<file path="config.mk">
export PLATFORM = sky130hd
export DESIGN_NAME = ext_bus_arbiter
export DESIGN_NICKNAME = d
export VERILOG_FILES = /design/src/rtl/ext_bus_arbiter.sv
export SDC_FILE = /design/constraint.sdc
export NUM_CORES = 1
export LEC_CHECK = 0
export BUFFER_PORTS_ARGS = -buffer_cell sky130_fd_sc_hd__clkbuf_2
export CAP_MARGIN = 20
export CELL_PAD_IN_SITES_DETAIL_PLACEMENT = 0
export CELL_PAD_IN_SITES_GLOBAL_PLACEMENT = 1
export CORE_MARGIN = 1
export CORE_UTILIZATION = 34
export CTS_CLUSTER_DIAMETER = 200
export DETAILED_ROUTE_END_ITERATION = 10
export PLACE_DENSITY_LB_ADDON = 0.1
export SYNTH_ARGS = -nofsm -noshare
export SYNTH_HDL_FRONTEND = slang
export SYNTH_SLANG_ARGS = --single-unit
</file>
<file path="constraint.sdc">
create_clock -name clk -period 5.3 [get_ports clk]
set_input_delay 0.53 -clock clk [delete_from_list [all_inputs] [get_ports clk]]
set_output_delay 0.53 -clock clk [all_outputs]
set_load 0.005 [all_outputs]
</file>
<file path="src/rtl/ext_bus_arbiter.sv">
// Two-requester arbiter for an 8-bit external asynchronous bus with a pad 3-state buffer.
// Define EXT_BUS_FAIRNESS_EN for round-robin arbitration; otherwise requester A has fixed priority.
module ext_bus_arbiter #(
  parameter int unsigned WAIT_CYCLES = 2
) (
  input  logic        clk,
  input  logic        reset_n,
  input  logic        a_req,
  input  logic        a_we,
  input  logic [15:0] a_addr,
  input  logic [7:0]  a_wdata,
  output logic        a_ack,
  input  logic        b_req,
  input  logic        b_we,
  input  logic [15:0] b_addr,
  input  logic [7:0]  b_wdata,
  output logic        b_ack,
  output logic [7:0]  rdata,
  output logic [15:0] bus_addr,
  output logic [7:0]  bus_dout,
  input  logic [7:0]  bus_din,
  output logic        bus_tristate,
  output logic        bus_we_n,
  output logic        bus_oe_n
);

  typedef enum logic [1:0] {IDLE, SETUP, ACCESS, TURN} state_e;

  localparam logic [3:0] WAIT_LD = 4'(WAIT_CYCLES);

  state_e      state_q, state_d;
  logic [3:0]  cnt_q, cnt_d;
  logic        we_q, we_d;
  logic        win_b_q, win_b_d;
  logic [15:0] bus_addr_q, bus_addr_d;
  logic [7:0]  bus_dout_q, bus_dout_d;
  logic [7:0]  rdata_q, rdata_d;
  logic        bus_tristate_q, bus_tristate_d;
  logic        bus_we_n_q, bus_we_n_d;
  logic        bus_oe_n_q, bus_oe_n_d;
  logic        a_ack_q, a_ack_d;
  logic        b_ack_q, b_ack_d;
  logic        grant_b;

`ifdef EXT_BUS_FAIRNESS_EN
  logic        last_b_q, last_b_d;

  // On a tie, B wins only when A was the last requester granted.
  always_comb begin
    grant_b = b_req && (!a_req || !last_b_q);
  end
`else
  always_comb begin
    grant_b = b_req && !a_req;
  end
`endif

  always_comb begin
    state_d    = state_q;
    cnt_d      = cnt_q;
    we_d       = we_q;
    win_b_d    = win_b_q;
    bus_addr_d = bus_addr_q;
    bus_dout_d = bus_dout_q;
    rdata_d    = rdata_q;
`ifdef EXT_BUS_FAIRNESS_EN
    last_b_d   = last_b_q;
`endif
    unique case (state_q)
      IDLE: begin
        if (a_req || b_req) begin
          state_d    = SETUP;
          win_b_d    = grant_b;
          we_d       = grant_b ? b_we : a_we;
          bus_addr_d = grant_b ? b_addr : a_addr;
          bus_dout_d = grant_b ? b_wdata : a_wdata;
          cnt_d      = WAIT_LD;
`ifdef EXT_BUS_FAIRNESS_EN
          last_b_d   = grant_b;
`endif
        end
      end
      SETUP: state_d = ACCESS;
      ACCESS: begin
        cnt_d = cnt_q - 4'd1;
        if (cnt_q == 4'd1) begin
          state_d = TURN;
          if (!we_q) rdata_d = bus_din;
        end
      end
      TURN:    state_d = IDLE;
      default: state_d = IDLE;
    endcase

    // Outputs are registered, so they are decoded from the state being entered.
    bus_tristate_d = !(we_d && (state_d == SETUP || state_d == ACCESS));
    bus_we_n_d     = !(we_d && state_d == ACCESS);
    bus_oe_n_d     = !(!we_d && (state_d == SETUP || state_d == ACCESS));
    a_ack_d        = (state_d == TURN) && !win_b_d;
    b_ack_d        = (state_d == TURN) && win_b_d;
  end

  always_ff @(posedge clk or negedge reset_n) begin
    if (!reset_n) begin
      state_q        <= IDLE;
      cnt_q          <= '0;
      we_q           <= 1'b0;
      win_b_q        <= 1'b0;
      bus_addr_q     <= '0;
      bus_dout_q     <= '0;
      rdata_q        <= '0;
      bus_tristate_q <= 1'b1;
      bus_we_n_q     <= 1'b1;
      bus_oe_n_q     <= 1'b1;
      a_ack_q        <= 1'b0;
      b_ack_q        <= 1'b0;
`ifdef EXT_BUS_FAIRNESS_EN
      last_b_q       <= 1'b1;
`endif
    end else begin
      state_q        <= state_d;
      cnt_q          <= cnt_d;
      we_q           <= we_d;
      win_b_q        <= win_b_d;
      bus_addr_q     <= bus_addr_d;
      bus_dout_q     <= bus_dout_d;
      rdata_q        <= rdata_d;
      bus_tristate_q <= bus_tristate_d;
      bus_we_n_q     <= bus_we_n_d;
      bus_oe_n_q     <= bus_oe_n_d;
      a_ack_q        <= a_ack_d;
      b_ack_q        <= b_ack_d;
`ifdef EXT_BUS_FAIRNESS_EN
      last_b_q       <= last_b_d;
`endif
    end
  end

  assign a_ack        = a_ack_q;
  assign b_ack        = b_ack_q;
  assign rdata        = rdata_q;
  assign bus_addr     = bus_addr_q;
  assign bus_dout     = bus_dout_q;
  assign bus_tristate = bus_tristate_q;
  assign bus_we_n     = bus_we_n_q;
  assign bus_oe_n     = bus_oe_n_q;

endmodule

</file>
==> run summary, run 1 <==
The total of hold buffers inserted after clock tree synthesis is 0. The flow ran to the end, and the final reports show no timing, DRC or antenna violations. In the synthesized netlist the async set-or-reset flop fraction comes to between 90% and 100%. Dividing total power by cell area gives a power density of between 500 and 600 nW/um^2. The number of global-route vias before repair was 1518. STA classifies the critical path endpoint as a register.

The buffering stage count on the worst path with inverters included came out at 1. On the critical path the largest part of the delay comes from compound AO/OA/AOI/OAI gates. Setup repair after global routing left no endpoint under its margin. The die height is 80.68 um. The floorplan step defined a die boundary enclosing around 6500 sq um. The count of input and output buffers is between 90 and 100.

After the first detailed-routing iteration, the DRC count stood at between 70 and 80. The final instance area came out at 2748 sq um. The core region area came out at 5956 sq um. The min-delay analysis places its worst path in the category primary input to asynchronous set/reset pin. The H-tree level count is 2.

The number of antenna violations at the first check in global routing is 0. The worst endpoint required time is around 5.5 ns. The number of flops mapped to enable cells by yosys is 0.

The weighted congestion reported at the end of routability-driven placement is about 0.68. The delay of the slowest cell on the worst path came out at ~0.78 ns. The static leakage power came out at around 1.4 nW. The worst vdd rail ir drop is around 200 uV. The root buffer cell chosen for the clock tree is clkbuf_8. Summing all multi-input logic gate instances after layout gives 888.4 sq um. The final worst-path cycle share is 45.99%. The final critical-path required period is 2.437 ns. For the pin with the worst max-slew slack, the measured transition is ~1.0 ns.

The arrival time at the worst endpoint came out at roughly 2.7 ns. The slowest stage of the critical path belongs to the cell ha_1. The setup path with the least slack is of type register to register.

The total count of max-transition violations in the final report came out at 0. Clock tree synthesis found a total of 45 sinks. The number of distinct standard cells referenced by the synthesized netlist came out at 37. The smallest hold slack came out at ~0.31 ns. The clock edge transition at the registers on the reported setup and hold paths came out at approximately 0.09 ns. The growth of design area from synthesis to finish is 30.56%.

The number of cells on the worst reg-to-reg path is 5. In this run the critical register-to-register path is captured at bus_oe_n$_DFF_PN1_. Buffers added to address setup during post-CTS repair amount to 0. The warning count from the yosys run came out at 0. The proportion of layout cells with a drive suffix above 1 came out at around 46%. The half-perimeter wire length after detailed placement came out at ~3500 um. Across all register-to-register paths, the minimum setup slack is 2.86 ns. In this run the worst setup path begins at state_q[0]$_DFF_PN0_. The DRC violation count after routing is 0. The worst setup path is launched from a register. The achievable clock frequency is around 0.4 GHz.

The count of maximum capacitance violations came out at 0. The signal on the critical path passes through inv_1, ha_1, o21ai_2, a211oi_2, or2_2. The clock latency on the worst-skew pair is between 0.2 and 0.3 ns. The final net count is between 300 and 400.

The post-cts gate resize count came out at 0. Of the synthesized area, sequential elements account for between 50% and 60%. The global-route congestion overflow total is 0.

Across the routed clock network, the largest skew measured is between 0.005 and 0.006 ns. After filler insertion, the fill cell instance count of the layout stands at 556. In the final layout, flip-flops and latches occupy 1130 sq um. The summed instance area of the synthesized netlist is ~2100 sq um. The first global-routing pass estimated 7576 um of wire. A synthesized cell averages roughly 12 sq um. The number of vias per cell after detailed routing came out at between 4 and 5. 0 antenna diodes ended up in the layout.

The total power of the final layout came out at 0.001459 W. Entering global routing, the biggest net connects 46 pins. The net count of the mapped netlist came out at about 250. The first TritonRoute pass finished after 4 iterations. The number of placed I/O pins came out at 99.

For this run, the leading register cell type out of synthesis is dfrtp_1. The cell area after placement is 2636 sq um. For this block, the via count after detailed routing is 1726.

The horizontal die dimension is a little over 80 um. The detailed-route wire length per cell is around 14 um. The number of failing setup endpoints in the final timing report is 0.

The number of storage elements in the synthesis netlist is 45. The total clock buffers created by CTS came out at 5. The final worst-path setup slack came out at roughly 2.9 ns. The setup TNS after final layout came out at 0 ns. The startpoint identified for the worst register-to-register timing path is state_q[0]$_DFF_PN0_.

The buffer levels on the longest clock path came out at 2. Timing analysis after detailed placement gives a worst setup slack of ~2.7 ns. The largest fanout of any net on the critical path came out at 27. The effective utilization at floorplan is between 30% and 40%. The number of routed nets with antenna violations came out at 0. The post-synthesis instance total is between 150 and 200.

The clock tree from TritonCTS is built. The detailed-route wire length came out at around 5000 um. In this run the tightest slew margin relative to its limit is 32.89%. Global routing consumed, over all layers together, between 10% and 20% of the routing resources.

The standard-cell row count came out at 28. The final-report hold violation count came out at 0.
==> Yosys cell counts (4+ instances only) <==
master	n	area share [%]
mux2_2	8	4.3
a22oi_1	9	3.2
o21ai_0	13	3.1
buf_2	5	1.2
nor2_1	4	0.71
ha_1	6	3.6
nand2_1	11	2.0
dfrtp_1	42	50
a22o_1	30	12
inv_1	7	1.2
==> per-layer routing <==
metal  share of wire (%)  global-route usage (%)  up-vias
met5                   0                       0        -
met1                  47                   21.54      801
met4                0.78                   4.821        0
met2                  46                   24.24       58
met3                 6.5                   3.409        5
li1                    -                       -      862
==> worst max path at each step <==
stage / to / slack [ns] / cells after the start
after floorplan: bus_oe_n$_DFF_PN1_ / 3.50 / 7
after global placement: bus_oe_n$_DFF_PN1_ / 2.76 / 4
after detailed placement: bus_oe_n$_DFF_PN1_ / 2.73 / 4
after CTS: bus_oe_n$_DFF_PN1_ / 2.78 / 5
after global routing: bus_oe_n$_DFF_PN1_ / 2.59 / 5
final: bus_oe_n$_DFF_PN1_ / 2.86 / 5
==> placed cells by master, fill, tap and decap left out, types with 2 or more instances in the layout <==
master	n
o21ai_0	13
nand2_1	11
mux2_2	8
nor3b_1	3
a22o_1	30
dfstp_2	3
a22oi_1	9
nor2b_1	2
clkbuf_2	98
nand3b_1	3
dfrtp_1	42
clkbuf_8	5
a221oi_1	2
inv_1	7
nor2_1	4
a21oi_1	3
nor3_1	2
ha_1	6
a21o_1	2
==> power by group <==
part / leakage [nW] / total, W / internal (W) / switching [W]
registers: 0.558 / 0.000596 / 0.000506 / 0.0000892
logic: 0.799 / 0.000604 / 0.000302 / 0.000302
clock network: 0.0554 / 0.000259 / 0.000142 / 0.000118
total: 1.41 / 0.00146 / 0.000950 / 0.000509
==> per-stage QoR <==
stage / instances / util [%]
after floorplan: 179 / -
after global placement: 341 / 44.26
after detailed placement: 341 / 44.26
after CTS: 349 / 46.13
after global routing: 349 / 46.13
final: 349 / 46.13
==> kinds of logic after synthesis <==
family                   share of synthesized area, %
multiplexers                                    4.281
buffers and inverters                           4.221
XOR/XNOR                                       0.4162
flip-flops                                      53.69
adder cells (fa/ha/maj)                         3.567
AND/OR/NAND/NOR                                 9.870
AO/OA/AOI/OAI                                   23.96
==> sequential cells by signal (all words and copies together) (netlist names) <==
signal	flops
state_q	2
bus_addr	16
a_ack	1
bus_tristate	1
rdata	8
bus_dout	8
win_b_q	1
bus_oe_n	1
we_q	1
bus_we_n	1
cnt_q	4
b_ack	1
==> final cells by class <==
class | count | area share (%)
Sequential cell | 45 | 41.12
Multi-Input combinational cell | 115 | 32.33
Timing Repair Buffer | 99 | 18.12
Tap cell | 75 | 3.415
Clock buffer | 6 | 2.641
Clock inverter | 2 | 1.412
Inverter | 7 | 0.9563
(Power assumes the default switching activity.)
==> run 2: changes to the inputs <==
==> constraint.sdc (replaced) <==
create_clock -name clk -period 2.3 [get_ports clk]
set_input_delay 0.23 -clock clk [delete_from_list [all_inputs] [get_ports clk]]
set_output_delay 0.23 -clock clk [all_outputs]
set_load 0.005 [all_outputs]
==> run 2 against run 1 <==
Net effect:
- via count grew 1.1%
- final cell count grew 1.4%
- count of clock-buffer cells in the layout rose by 1
- register-to-register slack worse by 2.5 ns
- first-iteration DRC count down 14%
- largest power group unchanged
- core utilization rose by 0.76 points
- clock power grew 140%
- combinational power up 140%
- worst hold slack lost 0.14 ns
- global-route usage up 0.47 points
- cell area rose by 1.6%
==> run summary, run 2 (synthesized netlist as in run 1, its figures left out) <==
The violation count after the first detailed-route iteration came out at 64 (-14%). The effective utilization at floorplan is 35.34% (unchanged). The final-report hold violation count is 0 (unchanged).

The first-pass GRT wire length is 7928 um (+4.6%). The final instance area came to 2793 sq um (+1.6%). The flow ran to the end, and the final reports show no timing, DRC or antenna violations. The buffer levels on the longest clock path is 2 (unchanged). The min-delay analysis places its worst path in the category primary input to register. The number of diodes added for antenna fixing came out at 0 (unchanged). The worst endpoint required time came out at 2.48 ns (-3.06 ns).

The H-tree level count was 2 (unchanged). The clock latency on the worst-skew pair came out at 0.29 ns (about the same). The number of routed nets with antenna violations is 0 (unchanged). The total power density per cell area is 1230 nW/um^2 (+130%). The final worst-path cycle share was 85.57% (+40 points).

The standard-cell row count is 28 (unchanged). The half-perimeter wire length after detailed placement is 3634 um (+4.9%). The arrival time at the worst endpoint was 2.15 ns (-0.53 ns). The buffer type at the clock tree root is clkbuf_8.

Leaving out fill and tap cells, the most frequent cells in the layout are clkbuf_2, dfrtp_1, a22o_1. The total clock buffers created by CTS came out at 5 (unchanged). The total power of the final layout is 0.003434 W (+140%). The overall via count from detail_route is 1745 (+1.1%). The slew of the pin with the lowest slew margin is 0.9831 ns (-0.01898 ns). STA classifies the critical path startpoint as a register. The post-cts gate resize count is 0 (unchanged).

The core region area came out at 5956 sq um (unchanged). The number of flip-flops under the largest register name came out at 16 (unchanged). Setup repair after global routing left no endpoint under its margin. The pin count of the biggest net entering global routing is 31 (-33%). The static leakage power is 1.439 nW (+1.9%). The number of vias per cell after detailed routing came to 4.929 (-0.33%). The worst clock skew came out at 0.004747 ns (-0.0005240 ns). The type of the worst setup path is register to register. The clock edge transition at the registers on the reported setup and hold paths came out at 0.08 ns (about the same). The critical path goes through inv_1, ha_1, nand4bb_1, nor2_2, mux2_2. The overall global routing resource usage came out at 16.08% (+0.47 points). The area of the die is 6508 sq um (unchanged). The count of maximum capacitance violations came out at 0 (unchanged). The number of global-route vias before repair came out at 1676 (+10%). The die height came out at 80.68 um (unchanged). The worst vdd rail ir drop came to 439.6 uV (+110%). TritonCTS built the clock tree. The multi-input combinational cell area came out at 888.4 sq um (unchanged).

The largest fanout of any net on the critical path came out at 12 (-56%). On the critical path, the stage with the largest delay is an instance of dfrtp_1. The delay of the slowest cell on the worst path is 0.40 ns (-0.38 ns). The number of antenna violations at the first check in global routing came to 0 (unchanged). The setup TNS after final layout came to 0 ns (unchanged).

The growth of design area from synthesis to finish came out at 32.70%. The final critical-path required period is 1.968 ns (-0.4693 ns). The achievable clock frequency is 0.5081 GHz (+24%). The detailed-route wire length per cell came to 14.19 um (-0.62%). The number of sinks handled by clock tree synthesis came out at 45 (unchanged). The count of input and output buffers is 98 (unchanged). The worst slew margin relative to its limit is 34.16% (+1.3 points). The post-CTS setup repair buffer count came out at 0 (unchanged).

The fill cell total of the finished layout was 580 (+4.3%). The proportion of layout cells with a drive suffix above 1 is 46.24% (+0.62 points). The number of failing setup endpoints in the final timing report came out at 0 (unchanged). The total count of max-transition violations in the final report came out at 0 (unchanged).

The DRC violation count after routing is 0 (unchanged). The number of placed I/O pins is 99 (unchanged). The worst setup path is captured at a register. The detailed-route wire length came out at 5023 um (+0.80%). The cell area after placement was 2666 sq um (+1.1%). The final net count is 346 (+1.5%). The library cell used most frequently in the layout, excluding fill and tap cells, is clkbuf_2. The horizontal die dimension came to 80.68 um (unchanged). The footprint of the flip-flops and latches is 1130 sq um (unchanged). The number of iterations in the first detailed-routing pass is 4 (unchanged). The global-route congestion overflow total is 0 (unchanged).

The weighted congestion reported at the end of routability-driven placement came to 0.7509 (+11%).
[run 2: where the power goes]
part           internal (W)  switching (W)  total (W)
clock network      0.000354       0.000265   0.000620
registers           0.00117       0.000199    0.00137
logic              0.000722       0.000727    0.00145
total               0.00224        0.00119    0.00343
[run 2: metal layers]
layer	up-vias	track usage [%]	part of all wire [%]
met3	4	4.318	6.7
met2	56	25.93	44
met4	0	3.750	0.84
met1	822	21.41	48
li1	863	-	-
met5	-	0	0
[run 2: timing repair]
item	4_1_cts	5_1_grt
endpoints found under the hold margin	42	0
hold buffers	1	0
endpoints found under the setup margin	0	0
[run 2: worst paths after layout]
check,cells after the start,to,slack [ns],from
max in group asynchronous,3,bus_addr[6]$_DFFE_PN0P_,1.55,reset_n
setup / recovery,5,rdata[3]$_DFFE_PN0P_,0.33,state_q[0]$_DFF_PN0_
hold reg to reg,2,bus_dout[6]$_DFFE_PN0P_,0.48,bus_dout[6]$_DFFE_PN0P_
setup reg to reg,5,rdata[3]$_DFFE_PN0P_,0.33,state_q[0]$_DFF_PN0_
hold / removal,2,rdata[1]$_DFFE_PN0P_,0.16,bus_din[1]
min in group asynchronous,3,rdata[1]$_DFFE_PN0P_,0.44,reset_n
[run 2: critical path, delay by kind of cell, from the launching register on]
family        cells  cell delay, ns
buf+inv           1            0.11
mux               1            0.38
flops             1            0.40
simple gates      2            0.57
fa+ha+maj         1            0.39
[run 2: stage by stage]
step                instances  setup WS (ns)  utilization (%)  hold WS, ns
detailed placement        345         0.3662            44.77       0.2274
global route              354         0.2126            46.89       0.1566
floorplan                 179         0.5022                -     -0.06559
CTS                       354         0.3218            46.89       0.1564
finish                    354         0.3320            46.89       0.1622
global placement          345         0.4116            44.77       0.2247
[run 2: cell type report]
cell class,instances,share of cell area (%)
timing repair buffer,104,19.27
inverter,7,0.9409
tap,75,3.360
clock buffer,7,3.091
multi-input combinational,115,31.81
sequential,45,40.46
clock inverter,1,1.075
